<file path="src/rtl/sram_pkg.sv">
// Shared definitions for the SRAM port arbiter slice.
//   ADDR_W_DEF / DATA_W_DEF : default SRAM word-address and data widths
//   RD_LAT_DEF              : controller read latency, issue cycle to valid ctl_rdata
//   lock_state_e            : bus-lock FSM encoding (UNLOCKED, LOCKED0, LOCKED1)
package sram_pkg;

  localparam int ADDR_W_DEF = 18;
  localparam int DATA_W_DEF = 16;
  localparam int RD_LAT_DEF = 3;

  typedef enum logic [1:0] {
    UNLOCKED = 2'd0,
    LOCKED0  = 2'd1,
    LOCKED1  = 2'd2
  } lock_state_e;

endpackage

</file>
<file path="src/rtl/sram_rd_tracker.sv">
// Read-return tracker: a DEPTH-deep shift register of {valid, port} entries.
// One entry enters every cycle (valid only for a read issue) and the entry at
// the tail marks which port owns the word currently on ctl_rdata.
// Ports:
//   clk, reset       : clock, asynchronous active-high reset (clears valid bits)
//   push             : a read issues this cycle
//   port             : issuing port of that read (0 or 1)
//   rvalid0/rvalid1  : tail entry is a valid read belonging to port 0 / port 1
module sram_rd_tracker
  import sram_pkg::*;
#(
  parameter int DEPTH = RD_LAT_DEF
) (
  input  logic clk,
  input  logic reset,
  input  logic push,
  input  logic port,
  output logic rvalid0,
  output logic rvalid1
);

  logic [DEPTH-1:0] vld_sr;
  logic [DEPTH-1:0] port_sr;

  // Valid bits are control: cleared at once so reads outstanding at reset
  // never produce a response.
  always_ff @(posedge clk or posedge reset) begin
    if (reset) begin
      vld_sr <= '0;
    end else begin
      vld_sr[0] <= push;
      for (int i = 1; i < DEPTH; i++) begin
        vld_sr[i] <= vld_sr[i-1];
      end
    end
  end

  // Port tags are only meaningful alongside a set valid bit, so no reset.
  always_ff @(posedge clk) begin
    port_sr[0] <= port;
    for (int i = 1; i < DEPTH; i++) begin
      port_sr[i] <= port_sr[i-1];
    end
  end

  assign rvalid0 = vld_sr[DEPTH-1] & ~port_sr[DEPTH-1];
  assign rvalid1 = vld_sr[DEPTH-1] &  port_sr[DEPTH-1];

endmodule

</file>
<file path="src/rtl/sram_port_arbiter.sv">
// Two-port arbiter in front of the single-chip SRAM controller.
// Commands issue only when ctl_ready=1; selection is round-robin
// (PRIO_MODE=0) or port-0 fixed priority (PRIO_MODE=1), with an optional
// per-port bus lock. Read returns are steered back to the issuing port.
// Ports:
//   clk, reset                  : clock, asynchronous active-high reset
//   req/rw/lock/addr/wdata 0,1  : client command inputs (rw: 1=read, 0=write)
//   gnt0/gnt1                   : combinational accept pulse
//   rvalid0/rvalid1, rdata0/1   : per-port read return (rdata is 0 when not valid)
//   ctl_mem/rw/addr/wdata       : command to controller
//   ctl_ready, ctl_rdata        : controller accept and registered read data
module sram_port_arbiter
  import sram_pkg::*;
#(
  parameter int ADDR_W    = ADDR_W_DEF,
  parameter int DATA_W    = DATA_W_DEF,
  parameter int PRIO_MODE = 0,
  parameter int RD_LAT    = RD_LAT_DEF
) (
  input  logic              clk,
  input  logic              reset,
  input  logic              req0,
  input  logic              req1,
  input  logic              rw0,
  input  logic              rw1,
  input  logic              lock0,
  input  logic              lock1,
  input  logic [ADDR_W-1:0] addr0,
  input  logic [ADDR_W-1:0] addr1,
  input  logic [DATA_W-1:0] wdata0,
  input  logic [DATA_W-1:0] wdata1,
  output logic              gnt0,
  output logic              gnt1,
  output logic              rvalid0,
  output logic              rvalid1,
  output logic [DATA_W-1:0] rdata0,
  output logic [DATA_W-1:0] rdata1,
  output logic              ctl_mem,
  output logic              ctl_rw,
  output logic [ADDR_W-1:0] ctl_addr,
  output logic [DATA_W-1:0] ctl_wdata,
  input  logic              ctl_ready,
  input  logic [DATA_W-1:0] ctl_rdata
);

  lock_state_e state;
  lock_state_e state_nxt;
  logic        last;   // 1: port 1 was granted most recently
  logic        elig0;
  logic        elig1;

  // A lock owned by one port masks the other port's request entirely.
  assign elig0 = req0 && (state != LOCKED1);
  assign elig1 = req1 && (state != LOCKED0);

  // State register: lock FSM and round-robin pointer
  always_ff @(posedge clk or posedge reset) begin
    if (reset) begin
      state <= UNLOCKED;
      last  <= 1'b1;
    end else begin
      state <= state_nxt;
      if (gnt0 || gnt1) begin
        last <= gnt1;
      end
    end
  end

  // Next-state logic: the owner releases by dropping req or by taking a
  // grant with its lock bit clear.
  always_comb begin
    state_nxt = state;
    unique case (state)
      UNLOCKED: begin
        if (gnt0 && lock0) begin
          state_nxt = LOCKED0;
        end else if (gnt1 && lock1) begin
          state_nxt = LOCKED1;
        end
      end
      LOCKED0: begin
        if (!req0 || (gnt0 && !lock0)) begin
          state_nxt = UNLOCKED;
        end
      end
      LOCKED1: begin
        if (!req1 || (gnt1 && !lock1)) begin
          state_nxt = UNLOCKED;
        end
      end
      default: state_nxt = UNLOCKED;
    endcase
  end

  // Output logic: grants. Reset gates them so nothing leaks out while the
  // arbiter is held in reset.
  always_comb begin
    gnt0 = 1'b0;
    gnt1 = 1'b0;
    if (ctl_ready && !reset) begin
      if (elig0 && elig1) begin
        if (PRIO_MODE == 1 || last) begin
          gnt0 = 1'b1;
        end else begin
          gnt1 = 1'b1;
        end
      end else begin
        gnt0 = elig0;
        gnt1 = elig1;
      end
    end
  end

  // Command mux defaults to port 0 when idle.
  assign ctl_mem   = gnt0 | gnt1;
  assign ctl_rw    = gnt1 ? rw1    : rw0;
  assign ctl_addr  = gnt1 ? addr1  : addr0;
  assign ctl_wdata = gnt1 ? wdata1 : wdata0;

  sram_rd_tracker #(
    .DEPTH (RD_LAT)
  ) u_rd_tracker (
    .clk     (clk),
    .reset   (reset),
    .push    (ctl_mem && ctl_rw),
    .port    (gnt1),
    .rvalid0 (rvalid0),
    .rvalid1 (rvalid1)
  );

  assign rdata0 = rvalid0 ? ctl_rdata : '0;
  assign rdata1 = rvalid1 ? ctl_rdata : '0;

endmodule

</file>
<file path="config.mk">
export PLATFORM = sky130hd
export DESIGN_NAME = sram_port_arbiter
export DESIGN_NICKNAME = d
export VERILOG_FILES = /design/src/rtl/sram_pkg.sv /design/src/rtl/sram_rd_tracker.sv /design/src/rtl/sram_port_arbiter.sv
export SDC_FILE = /design/constraint.sdc
export NUM_CORES = 1
export LEC_CHECK = 0
export ABC_CLOCK_PERIOD_IN_PS = 1700
export CAP_MARGIN = 20
export CORE_ASPECT_RATIO = 2
export CORE_MARGIN = 8
export CORE_UTILIZATION = 23
export DETAILED_ROUTE_END_ITERATION = 10
export PLACE_DENSITY = 0.86
export SYNTH_ARGS = -nofsm -noshare
export SYNTH_HDL_FRONTEND = slang
export SYNTH_SLANG_ARGS = --single-unit
export TNS_END_PERCENT = 100
</file>
<file path="constraint.sdc">
create_clock -name clk -period 1.7 [get_ports clk]
set_input_delay 0.17 -clock clk [delete_from_list [all_inputs] [get_ports clk]]
set_output_delay 0.17 -clock clk [all_outputs]
set_load 0.03 [all_outputs]
</file>
# Word level (Yosys, flattened, before mapping)
# Index checks and enable logic that the tools add are counted.
# op_classes
n_eq_ne,7
n_mux,16
n_bitwise,4
reduce_logical,19
# op_table
operator,count
16-bit 2-to-1 mux,3
18-bit 2-to-1 mux,1
1-bit logical AND,9
2-bit 2-to-1 mux,4
1-bit 2-to-1 mux,7
"2-bit inequality test, second input constant",3
2-bit case mux with 3 select lines,1
1-bit zero test,5
1-bit logical OR,3
"3-bit inequality test, second input constant",1
3-bit AND reduction,1
1-bit bitwise AND,2
"2-bit by 1-bit equality test with 1-bit output, second input constant",1
"2-bit equality test, second input constant",1
2-bit zero test,1
"2-bit by 1-bit inequality test with 1-bit output, second input constant",1
1-bit NOT,1
1-bit OR,1
# word_totals
ff_bits,9
inputBits,93
output_inout_bits,72
wordCells,50

# Depth between registers and ports, before layout
# depth
word_depth,9
depth_mapped,6
mapped_depth_nobuf,4

# Modules after synthesis
# From an unflattened synthesis, not the netlist that was laid out.
# hier_totals
hier_cells,110
area_unflattened_um2,1034.7
# by_module_without_submodules
mod,instances,cells_each,area_each_um2
sram_port_arbiter,1,101,879.6
sram_rd_tracker,1,9,155.1

# Least setup slack after synthesis
# Ideal clock, no wire load.
# synth_timing
path_kind,register -> output
startpoint,register state[0]
endpoint,output ctl_wdata[10]
t_arrival_ps,1495
t_required_ps,1530
slack_ps,35
stages_incl_launch_ff,6
n_path_buf,2
path_cell_list,dfrtp_1 nand2b_1 a31oi_4 buf_6 buf_12 mux2_4
# synth_between
elab_chain_len,6
# synth_lines
item,line,source
start: declaration,sram_port_arbiter.sv:46,lock_state_e state;
start signal: assignment,sram_port_arbiter.sv:62,state <= state_nxt;
2-bit inequality test or 2-bit by 1-bit inequality test with 1-bit output (tied branches),"sram_port_arbiter.sv:53, sram_port_arbiter.sv:54",
1-bit logical AND (on tied branches),"sram_port_arbiter.sv:53, sram_port_arbiter.sv:54",
1-bit logical AND,sram_port_arbiter.sv:101,if (elig0 && elig1) begin
1-bit 2-to-1 mux *,sram_port_arbiter.sv:101,
1-bit 2-to-1 mux *,sram_port_arbiter.sv:100,if (ctl_ready && !reset) begin
via gnt1,sram_port_arbiter.sv:33,"output logic gnt1,"
16-bit 2-to-1 mux *,sram_port_arbiter.sv:118,assign ctl_wdata = gnt1 ? wdata1 : wdata0;
end: declaration,sram_port_arbiter.sv:41,"output logic [DATA_W-1:0] ctl_wdata,"
# Mark *: on every way through the listed nets, which the timed path passes. The rest lies on a longest branch.

# Final worst setup path
# layout_timing
startpoint,register state[0]
endpoint,output ctl_wdata[12]
# layout_between
elab_chain_len,6
# layout_lines
item,line
2-bit inequality test or 2-bit by 1-bit inequality test with 1-bit output (tied branches),"sram_port_arbiter.sv:53, sram_port_arbiter.sv:54"
1-bit logical AND (on tied branches),"sram_port_arbiter.sv:53, sram_port_arbiter.sv:54"
1-bit logical AND,sram_port_arbiter.sv:101
1-bit 2-to-1 mux *,sram_port_arbiter.sv:101
1-bit 2-to-1 mux *,sram_port_arbiter.sv:100
16-bit 2-to-1 mux *,sram_port_arbiter.sv:118
# Mark *: on every way between the ends. The rest lies on a longest branch, timed or not.

==> impl_metrics.toml <==
[job]
cap_violations = 0

[placed_design]
placed_area_um2 = 2790
io_buffers = 164
place.gp.congestion = 0.883
placed_cells = 339
dp_hpwl_um = 5010

[final_layout]
syn2layout_area_growth_pct = 199
insertedDiodeCount = 0
postLayoutCoreUtil = 0.708
drive_gt1_frac = 0.446
fin_cells = 360
final_area_um2 = 3260
nNetsFinal = 399
layout.area.seq_um2 = 213
multi_input_area_um2 = 937
fill_cells = 325

[critical_path]
crit_top_cell = "buf_12"
critPathSlowestCell = "dfrtp_1"
start_kind = "register"
cp_num_buf_inv = 4
cp_data_arrival_time_ps = 1900
crit_required_ps = 1530
cp-end-kind = "output pin"
critPathKind = "reg2out"
worstPathCellList = "nand2b_4, nand3_4, a31oi_4, buf_12, buf_16, buf_12, mux2_4, buf_6"
cp_slowest_stage_delay_ps = 420
critPathTopFamily = "buffers and inverters"
cp_max_fo = 8

[die]
num_rows = 35
fp.dieH_um = 113
chipWidth_um = 64.6
io_pins = 165
start_util = 0.237
core-area_um2 = 4600
dieArea_um2 = 7320

[cts]
numCtsBuffers = 3
cts_hold_buf = 0
cts-htree-levels = 1
cts_root_buffer = "clkbuf_8"
insertion_delay_ps = 240
clock_sinks = 9
clkTransAtPathRegs_ps = 50
cts_max_path_buffers = 2
tritoncts = "yes"

[sta]
tightest_slew_ps = 318
setup_ws_ps = -367
tns_ps = -10430
max_slew_margin = 0.789
hold_violations = 0
period_needed_ps = 2070
setup_viol = 37
fin_skew_ps = 1.03
fmax_mhz = 484
rsz0062_at_grt = "yes"
drv_slew = 0
fin_crit_sh = 1.22

[power]
ir_worst_vdd_v = 0.000463
power_density_nw_per_um2 = 434
power.leakage_uw = 0.00160
power_uw = 1410

[grt]
gr-usage-all-layers = 0.178
grt_remaining_overflow = 0
antenna_found_initial = 0
grt_pass1_wl_um = 10200
grt_max_degree = 18
grt_pass1_vias = 1863

[logic_synthesis]
yosys_register_bits = 9
synth_largest_area_cell = "mux2_2"
ys_types = 26
synth.area.top_cells = "mux2_2 (30%), dfrtp_1 (11%), and2_1 (9.8%)"
yosys_warnings = 0
netlist_area_um2 = 1090
yosysSeqAreaShare = 0.194
avgSynthCellArea_um2 = 9.55
synth.net_count = 207
syn-instance-count = 114
synth_top_cell_area_share = 0.300

[drt]
drc = 0
drt_first_pass_iters = 4
viasPerCell = 4.66
wl_per_cell_um = 18.8
postRouteWirelength_um = 6780
num_vias = 1676
first_iter_violations = 101
antenna_left = 0

[outcome]
violations = "negative setup slack"
outcome = "complete, but fails checks"

[worst_hold_path]
hp-class = "in2async"
-- worst min-delay path: stages --
cell,delay [ps]
dlygate4sd2_1,280
inv_1,110
buf_4,160
-- power breakdown --
part	internal [µW]	switching, µW
sequential	234	18.6
combinational	524	378
clock	161	96.8
-- Yosys cell counts (all sizes together) --
cell	number
a211oi	1
and3	16
nand3	1
clkbuf	3
nor2	3
nor3	2
nand4	1
dfxtp	3
a41o	1
nor4b	1
inv	4
dfstp	1
dfrtp	5
a21oi	3
buf	4
o21bai	2
mux2	36
nor2b	2
a31oi	1
nand2b	2
and2	17
nand2	5
-- worst paths after layout --
check	slack, ps	start	depth (start not counted)	endpoint
worst max-delay path	-370	state[0]	8	ctl_wdata[12]
worst min-delay path	140	reset	3	u_rd_tracker.vld_sr[0]
worst max register to register	-10	state[0]	8	u_rd_tracker.vld_sr[0]
worst min register to register	330	u_rd_tracker.port_sr[0]	0	u_rd_tracker.port_sr[1]
max in group asynchronous	1360	reset	3	last
min in group clk	330	u_rd_tracker.port_sr[0]	0	u_rd_tracker.port_sr[1]
-- registers in the layout, summed over array words and instances, names as in the netlist --
register	cells
u_rd_tracker.port_sr	3
state	2
last	1
u_rd_tracker.vld_sr	3
-- stage by stage --
| stage | setup slack (ps) | hold WS [ps] |
|---|---|---|
| after floorplan | 35.1 | -31.6 |
| after global placement | -730 | 312 |
| after detailed placement | -753 | 312 |
| after CTS | -371 | 122 |
| after global routing | -431 | 162 |
| final | -367 | 143 |
-- routing by layer --
| layer | part of all wire | vias up | GRT usage | wire length (µm) |
|---|---|---|---|---|
| li1 | - | 791 | - | - |
| met1 | 0.33 | 760 | 0.168 | 2260 |
| met2 | 0.54 | 119 | 0.325 | 3640 |
| met3 | 0.12 | 6 | 0.0831 | 805 |
| met4 | 0.012 | 0 | 0.0543 | 79 |
| met5 | 0 | - | 0 | 0 |
-- area by class of cell --
class / instances / area share
Timing Repair Buffer: 194 / 0.607
Multi-Input combinational cell: 94 / 0.288
Sequential cell: 9 / 0.0653
Tap cell: 55 / 0.0211
Clock buffer: 3 / 0.0127
Inverter: 4 / 0.00461
Clock inverter: 1 / 0.00154
-- cell usage in the layout (no fill, tap or decap) --
master	instances
a211oi_1	1
a21oi_1	2
a21oi_2	1
a31oi_4	1
a41o_1	1
and2_1	17
and3_1	16
buf_12	5
buf_16	2
buf_4	36
buf_6	41
buf_8	2
clkbuf_8	3
clkdlybuf4s50_1	90
clkinv_2	1
dfrtp_1	4
dfrtp_2	1
dfstp_2	1
dfxtp_1	3
dlygate4sd2_1	18
inv_1	4
mux2_2	4
mux2_4	32
nand2_1	5
nand2b_4	2
nand3_4	1
nand4_1	1
nor2_1	3
nor2b_4	2
nor3_1	1
nor3_2	1
nor4b_1	1
o21bai_1	2
-- cell families after synthesis --
family	Yosys count	share of synthesized area
simple gates	50	0.279
mux	36	0.397
buf+inv	11	0.0667
flops	9	0.194
compound gates	8	0.0632
-- repair_timing --
| item | 4_1_cts | 5_1_grt |
|---|---|---|
| pin swaps | 2 | 0 |
| cloned | 4 | 0 |
| buffers inserted | 14 | 4 |
| endpoints found under the hold margin | 0 | 0 |
| resized for setup | 231 | 5 |
| setup endpoints to repair | 70 | 39 |
No activity file was read; power rests on OpenSTA's default activity.
